===== src/rtl/urv_divide_pkg.sv =====
// Shared definitions for the RV32M iterative divider: funct3 codes, FSM states, helpers.
// The optional early-out path is enabled by defining URV_DIV_EARLY_OUT_EN.
package urv_divide_pkg;

    localparam int unsigned XLen = 32;

    localparam logic [2:0] FunDiv  = 3'b100;
    localparam logic [2:0] FunDivu = 3'b101;
    localparam logic [2:0] FunRem  = 3'b110;
    localparam logic [2:0] FunRemu = 3'b111;

    typedef enum logic [2:0] {
        StIdle   = 3'd0,
        StSetup  = 3'd1,
        StDivide = 3'd2,
        StFixup  = 3'd3,
        StDone   = 3'd4
    } div_state_e;

    function automatic logic fun_is_unsigned(input logic [2:0] fun);
        return (fun == FunDivu) || (fun == FunRemu);
    endfunction

    function automatic logic fun_is_rem(input logic [2:0] fun);
        return (fun == FunRem) || (fun == FunRemu);
    endfunction

    // Architectural results for divide-by-zero and signed overflow.
    function automatic logic [XLen-1:0] special_result(input logic            is_rem,
                                                       input logic            div_zero,
                                                       input logic [XLen-1:0] dividend);
        if (div_zero) begin
            return is_rem ? dividend : {XLen{1'b1}};
        end
        return is_rem ? {XLen{1'b0}} : {1'b1, {(XLen-1){1'b0}}};
    endfunction

endpackage


===== src/rtl/urv_div_step.sv =====
// One restoring radix-2 division step: trial subtract of the divisor from the
// shifted partial remainder, producing the next remainder and the quotient bit.
module urv_div_step
    import urv_divide_pkg::*;
(
    input  logic [XLen-1:0] rem_i,
    input  logic            q_msb_i,
    input  logic [XLen-1:0] divisor_i,
    output logic [XLen-1:0] rem_o,
    output logic            q_bit_o
);

    logic [XLen:0] shifted;
    logic [XLen:0] diff;

    always_comb begin
        shifted = {rem_i, q_msb_i};
        diff    = shifted - {1'b0, divisor_i};
        q_bit_o = ~diff[XLen];
        // The remainder is always below the divisor, so it fits back into XLen bits.
        rem_o   = q_bit_o ? diff[XLen-1:0] : shifted[XLen-1:0];
    end

endmodule


===== src/rtl/urv_divide.sv =====
// Iterative RV32M divider (DIV/DIVU/REM/REMU), fixed 35-cycle latency.
// Define URV_DIV_EARLY_OUT_EN to finish divide-by-zero and signed overflow straight from SETUP.
module urv_divide
    import urv_divide_pkg::*;
(
    input  logic            clk_i,
    input  logic            rst_i,
    input  logic            d_start_i,
    input  logic [XLen-1:0] d_rs1_i,
    input  logic [XLen-1:0] d_rs2_i,
    input  logic [2:0]      d_fun_i,
    input  logic            x_stall_i,
    input  logic            x_kill_i,
    output logic            busy_o,
    output logic            w_valid_o,
    output logic [XLen-1:0] w_rd_o
);

`ifdef URV_DIV_EARLY_OUT_EN
    localparam bit EarlyOutEn = 1'b1;
`else
    localparam bit EarlyOutEn = 1'b0;
`endif

    div_state_e      state_q, state_d;
    logic [XLen-1:0] a_q, a_d;
    logic [XLen-1:0] b_q, b_d;
    logic [2:0]      fun_q, fun_d;
    logic [XLen-1:0] quo_q, quo_d;
    logic [XLen-1:0] rem_q, rem_d;
    logic [XLen-1:0] dvs_q, dvs_d;
    logic [4:0]      cnt_q, cnt_d;
    logic            negq_q, negq_d;
    logic            negr_q, negr_d;
    logic            dz_q, dz_d;
    logic            ovf_q, ovf_d;
    logic [XLen-1:0] w_rd_q, w_rd_d;

    logic            is_signed, is_rem, a_neg, b_neg, div_zero, sgn_ovf;
    logic [XLen-1:0] a_abs, b_abs, step_rem, result;
    logic            step_bit;

    urv_div_step u_step (
        .rem_i     (rem_q),
        .q_msb_i   (quo_q[XLen-1]),
        .divisor_i (dvs_q),
        .rem_o     (step_rem),
        .q_bit_o   (step_bit)
    );

    always_comb begin
        is_signed = ~fun_is_unsigned(fun_q);
        is_rem    = fun_is_rem(fun_q);
        a_neg     = is_signed & a_q[XLen-1];
        b_neg     = is_signed & b_q[XLen-1];
        a_abs     = a_neg ? -a_q : a_q;
        b_abs     = b_neg ? -b_q : b_q;
        div_zero  = (b_q == '0);
        sgn_ovf   = is_signed && (a_q == {1'b1, {(XLen-1){1'b0}}}) && (b_q == '1);
    end

    always_comb begin
        state_d = state_q;
        a_d     = a_q;
        b_d     = b_q;
        fun_d   = fun_q;
        quo_d   = quo_q;
        rem_d   = rem_q;
        dvs_d   = dvs_q;
        cnt_d   = cnt_q;
        negq_d  = negq_q;
        negr_d  = negr_q;
        dz_d    = dz_q;
        ovf_d   = ovf_q;
        w_rd_d  = w_rd_q;
        result  = '0;

        unique case (state_q)
            StIdle: begin
                if (d_start_i) begin
                    a_d     = d_rs1_i;
                    b_d     = d_rs2_i;
                    fun_d   = d_fun_i;
                    state_d = StSetup;
                end
            end
            StSetup: begin
                quo_d   = a_abs;
                dvs_d   = b_abs;
                rem_d   = '0;
                cnt_d   = 5'd31;
                negq_d  = a_neg ^ b_neg;
                negr_d  = a_neg;
                dz_d    = div_zero;
                ovf_d   = sgn_ovf;
                state_d = StDivide;
                if (EarlyOutEn && (div_zero || sgn_ovf)) begin
                    w_rd_d  = special_result(is_rem, div_zero, a_q);
                    state_d = StDone;
                end
            end
            StDivide: begin
                rem_d = step_rem;
                quo_d = {quo_q[XLen-2:0], step_bit};
                if (cnt_q == 5'd0) begin
                    state_d = StFixup;
                end else begin
                    cnt_d = cnt_q - 5'd1;
                end
            end
            StFixup: begin
                if (is_rem) begin
                    result = negr_q ? -rem_q : rem_q;
                end else begin
                    result = negq_q ? -quo_q : quo_q;
                end
                // Unreachable with early-out, where SETUP already resolved these cases.
                if (dz_q || ovf_q) begin
                    result = special_result(is_rem, dz_q, a_q);
                end
                w_rd_d  = result;
                state_d = StDone;
            end
            StDone: begin
                if (!x_stall_i) begin
                    state_d = StIdle;
                end
            end
            default: state_d = StIdle;
        endcase

        // A flush drops any in-flight or same-cycle operation and leaves the last result intact.
        if (x_kill_i) begin
            state_d = StIdle;
            w_rd_d  = w_rd_q;
        end
    end

    always_ff @(posedge clk_i) begin
        if (rst_i) begin
            state_q <= StIdle;
            a_q     <= '0;
            b_q     <= '0;
            fun_q   <= '0;
            quo_q   <= '0;
            rem_q   <= '0;
            dvs_q   <= '0;
            cnt_q   <= '0;
            negq_q  <= 1'b0;
            negr_q  <= 1'b0;
            dz_q    <= 1'b0;
            ovf_q   <= 1'b0;
            w_rd_q  <= '0;
        end else begin
            state_q <= state_d;
            a_q     <= a_d;
            b_q     <= b_d;
            fun_q   <= fun_d;
            quo_q   <= quo_d;
            rem_q   <= rem_d;
            dvs_q   <= dvs_d;
            cnt_q   <= cnt_d;
            negq_q  <= negq_d;
            negr_q  <= negr_d;
            dz_q    <= dz_d;
            ovf_q   <= ovf_d;
            w_rd_q  <= w_rd_d;
        end
    end

    assign busy_o    = (state_q != StIdle);
    assign w_valid_o = (state_q == StDone);
    assign w_rd_o    = w_rd_q;

endmodule


===== config.mk =====
export PLATFORM = sky130hd
export DESIGN_NAME = urv_divide
export DESIGN_NICKNAME = d
export VERILOG_FILES = /design/src/rtl/urv_divide_pkg.sv /design/src/rtl/urv_div_step.sv /design/src/rtl/urv_divide.sv
export SDC_FILE = /design/constraint.sdc
export NUM_CORES = 1
export LEC_CHECK = 0
export ABC_AREA = 0
export CORE_MARGIN = 4
export CORE_UTILIZATION = 50
export DETAILED_ROUTE_END_ITERATION = 8
export PLACE_DENSITY = 0.78
export SLEW_MARGIN = 5
export SYNTH_ARGS = -nofsm -noshare
export SYNTH_HDL_FRONTEND = slang
export SYNTH_SLANG_ARGS = --single-unit

===== constraint.sdc =====
create_clock -name clk_i -period 3.85 [get_ports clk_i]
set_input_delay 0.9625 -clock clk_i [delete_from_list [all_inputs] [get_ports clk_i]]
set_output_delay 0.9625 -clock clk_i [all_outputs]
set_load 0.05 [all_outputs]

==> metrics.md <==
| Metric | Value |
|---|---|
| Status | `completed` |
| Post-Synth XOR/XNOR Area | `9.916%` |
| Setup repair after global routing missed its margin | `no` |
| Power density normalized to cell area | `405.1 nW/um^2` |
| Startpoint of the most critical hold path | `w_rd_o[14]$_SDFFE_PP0P_` |
| Initial antenna violation count | `1` |
| Switch share | `28.66%` |
| Delay of the slowest critical-path stage | `0.38 ns` |
| Initial standard-cell utilization of the core | `51.33%` |
| Area overhead of the layout relative to synthesis | `17.25%` |
| Total clock sinks | `just over 200` |
| N_diodes | `0` |
| Tightest Hold Check Type | `reg -> reg` |
| Maximum number of pins on one net before global-route repair | `97` |
| Post-synthesis simple-gate area fraction | `between 20% and 30%` |
| Critical path capture point type | `flip-flop` |
| Clock group share of total power | `40.6%` |
| Fraction of registers with async set/reset | `0%` |
| Yosys top cell by area | `dfxtp_1` |
| Yosys top cell area share | `32.81%` |
| Required time of the critical path | `4.29 ns` |
| Register-to-register setup slack | `0.28 ns` |
| Reg-to-reg critical path startpoint | `quo_q[31]$_SDFFE_PP0P_` |
| Cell total after placement | `2026` |
| Via count | `12330` |
| Post-CTS sizing | `0` |
| Mux contribution to synthesized area | `under 10%` |
| Maximum fanout count along the critical path | `28` |
| Top Ports | `between 100 and 150` |
| Maximum clock frequency | `between 200 and 300 MHz` |
| Number of distinct library cell variants in the gate-level netlist after synthesis | `72` |
| Flip-flop and latch count after synthesis | `207` |
| DIE AREA | `27870 sq um` |
| Drt initial violations | `1242` |
| Area taken by flip-flops and latches | `about 4100 sq um` |
| Cell internal power dissipation | `between 4 and 5 mW` |
| Multi-input gate area | `7896 sq um` |
| Clock slew seen by the registers of the worst setup and hold paths | `0.06 ns` |
| Power share of the combinational group | `19.9%` |
| Worst Hold Path Cells | `2` |
| Count of max-cap constraint violations | `0` |
| Number of enable flip-flop cells after synthesis | `0` |
| Switching power | `1.719 mW` |
| Worst relative slew slack | `38.25%` |
| Category of the critical setup timing path | `reg -> reg` |
| Setup-violating endpoint count in the final report | `0` |
| Startpoint types | `flip-flop` |
| Number of warnings reported in the yosys synthesis log | `0` |
| Maximum buffer depth of the clock tree | `3` |
| Half-perimeter wire length after placement | `roughly 28000 um` |
| Max Transition Viols Final | `0` |
| Weighted congestion at the end of routability-driven global placement | `0.9275` |
| Post-synthesis instance area | `12630 sq um` |
| Count of input and output buffers | `105` |
| Logic depth of the worst register-to-register path | `13` |
| Fraction of final layout cells with drive strength greater than 1 | `5.435%` |
| Die span in y | `around 170 um` |
| DR WL/cell | `17.89 um` |
| Non-filler cells in the finished layout | `2072` |
| Crit path arrival time | `4.00 ns` |
| Worst R2R End | `rem_q[0]$_SDFFE_PP0P_` |
| Final design area excluding fillers | `14810 sq um` |
| Area share of fa/ha/maj cells after synthesis | `4.022%` |
| Total iterations of the first detailed-routing run | `6` |
| Most repeated cell in the gate-level netlist after synthesis | `nand2_1` |
| Clock tree root buffer cell | `clkbuf_16` |
| Setup TNS after final layout | `0 ns` |
| Count of endpoints failing hold in the final timing report | `0` |
| All-layer global routing usage | `~25%` |
| Die Width | `166.9 um` |
| Wire length of the first global-routing pass | `roughly 60000 um` |
| Final wirelength | `37080 um` |
| Final total power | `6.000 mW` |
| Dominant combinational cell family by area after synthesis | `compound AO/OA/AOI/OAI gates` |
| Sequential element share of the synthesized area | `32.81%` |
| Worst hold slack after final layout | `0.4483 ns` |
| Top post-synthesis cells by area | `dfxtp_1 (33%), nand2_1 (8.8%), a21oi_1 (7.6%)` |
| TritonCTS clock tree | `done` |
| Post-synthesis average cell area | `7.518 sq um` |
| Instance count of the mapped netlist | `1680` |
| Pleak | `5.521 nW` |
| Depth of the CTS H-tree | `1` |
| Post-route minimum period | `3.568 ns` |
| Cell area reported after detailed placement | `13930 sq um` |
| Sequence of cells on the critical path | `inv_1 > ha_1 > fa_1 > nand2b_1 > a21oi_1 > o21ai_1 > o211ai_1 > a21oi_1 > o21ai_0 > a311o_2 > buf_12 > mux2_2 > o21ai_1` |
| Endpoint of the worst hold path | `w_rd_o[14]$_SDFFE_PP0P_` |
| Synthesized-area fraction occupied by ao, oa, aoi and oai cells | `25.59%` |
| Portion of the clock cycle consumed by the worst path in the final layout | `92.67%` |
| Via density per instance | `5.951` |
| Sequential share of power | `39.5%` |
| Site Rows | `57` |
| Number of nets with antenna violations after routing | `0` |
| Maximum vdd drop | `~0.0003 V` |
| DR DRC count | `0` |
| Final-layout fill cell count | `2251` |
| Clk Latency, worst-skew pair | `just over 0.5 ns` |
| Net count after synthesis | `1792` |
| Core outline area | `24600 sq um` |
| Via count of the first global-routing pass | `11106` |
| GRT overflow | `0` |
| Final nets | `1844` |
| Predominant post-synthesis flop cell | `dfxtp_1` |
| TritonCTS buffer count | `23` |
| Leading post-synthesis cells by instance count | `nand2_1 (295), dfxtp_1 (207), a21oi_1 (193)` |
| Slowest cell on crit path | `fa_1` |
| Final worst clock skew | `approximately 0.015 ns` |
| Transition time at the pin with the least slew margin | `0.9262 ns` |
[routing by layer]
metal / up-vias / global-route usage, % / wire length [um] / part of all wire [%]
met5: - / 0 / 8 / 0.022
met4: 2 / 7.008 / 985 / 2.7
met3: 67 / 5.096 / 2897 / 7.8
met2: 449 / 38.01 / 15910 / 43
met1: 5750 / 36.89 / 17280 / 47
li1: 6062 / - / - / -
[how the worst max path moves through the flow]
stage	from	to	slack, ns	cells past startpoint
2_1_floorplan	quo_q[31]$_SDFFE_PP0P_	rem_q[23]$_SDFFE_PP0P_	0.83	14
3_3_place_gp	quo_q[31]$_SDFFE_PP0P_	rem_q[0]$_SDFFE_PP0P_	0.44	13
3_5_place_dp	quo_q[31]$_SDFFE_PP0P_	rem_q[0]$_SDFFE_PP0P_	0.32	13
4_1_cts	quo_q[31]$_SDFFE_PP0P_	rem_q[0]$_SDFFE_PP0P_	0.27	13
5_1_grt	quo_q[31]$_SDFFE_PP0P_	rem_q[0]$_SDFFE_PP0P_	0.01	13
6_report	quo_q[31]$_SDFFE_PP0P_	rem_q[0]$_SDFFE_PP0P_	0.28	13
[registers in the layout, indices dropped and copies added (netlist names)]
name / flops
a_q: 32
b_q: 32
cnt_q: 5
dvs_q: 32
dz_q: 1
fun_q: 3
negq_q: 1
negr_q: 1
ovf_q: 1
quo_q: 32
rem_q: 32
state_q: 3
w_rd_o: 32
[cells in the final DEF, fill, tap and decap left out, types with 18 or more instances in the layout]
cell / netlist / routed
nor3_1: 31 / 30
nor2_1: 120 / 120
ha_1: 39 / 39
nand2_1: 295 / 294
xor2_1: 66 / 66
clkdlybuf4s50_1: 0 / 104
inv_1: 55 / 55
a21oi_1: 193 / 193
a211oi_1: 36 / 36
xnor2_1: 77 / 77
nand4_1: 19 / 19
a21o_1: 18 / 18
dfxtp_1: 207 / 207
mux2i_1: 26 / 26
o31ai_1: 27 / 27
o211ai_1: 25 / 25
clkbuf_16: 0 / 23
buf_4: 1 / 28
a22oi_1: 36 / 36
o21ai_0: 114 / 114
[power by group through the flow]
stage	combinational [mW]	sequential (mW)	clock [mW]
2_1_floorplan	0.857	2.36	0
3_3_place_gp	1.14	2.40	0
3_5_place_dp	1.16	2.41	0
4_1_cts	1.16	2.36	2.47
5_1_grt	1.32	2.38	2.56
6_report	1.19	2.37	2.44
[worst max-delay path, delay by kind of cell (launching register included)]
family / cells / cell delay, ns
compound gates: 7 / 1.64
fa+ha+maj: 2 / 0.59
buf+inv: 2 / 0.33
flops: 1 / 0.34
mux: 1 / 0.36
simple gates: 1 / 0.20
[logic make-up (layout without fill, tap and decap cells)]
kind of cell	after synthesis	in the layout
compound gates	524	524
xor+xnor	143	143
fa+ha+maj	40	40
buf+inv	163	231
flops	207	207
mux	30	30
simple gates	573	573
[cell type report]
type / instances / share of cell area (%)
clock buffers: 31 / 4.495
clock inverters: 10 / 1.217
inverters: 55 / 1.394
multi-input cells: 1310 / 53.32
flip-flops and latches: 207 / 27.98
well taps: 324 / 2.737
repair buffers: 135 / 8.854
[through the flow]
stage               util, %  worst slack, ns
floorplan                 -           0.8271
global placement      56.60           0.4422
detailed placement    56.60           0.3231
CTS                   60.04           0.2684
global route          60.19          0.01348
finish                60.19           0.2823
[timing repair]
action                                  4_1_cts  5_1_grt
hold buffers                                  0        0
setup buffers                                 0        5
endpoints found under the setup margin        0        2
endpoints found under the hold margin         0        0
Power figures use the tool's default switching activity.
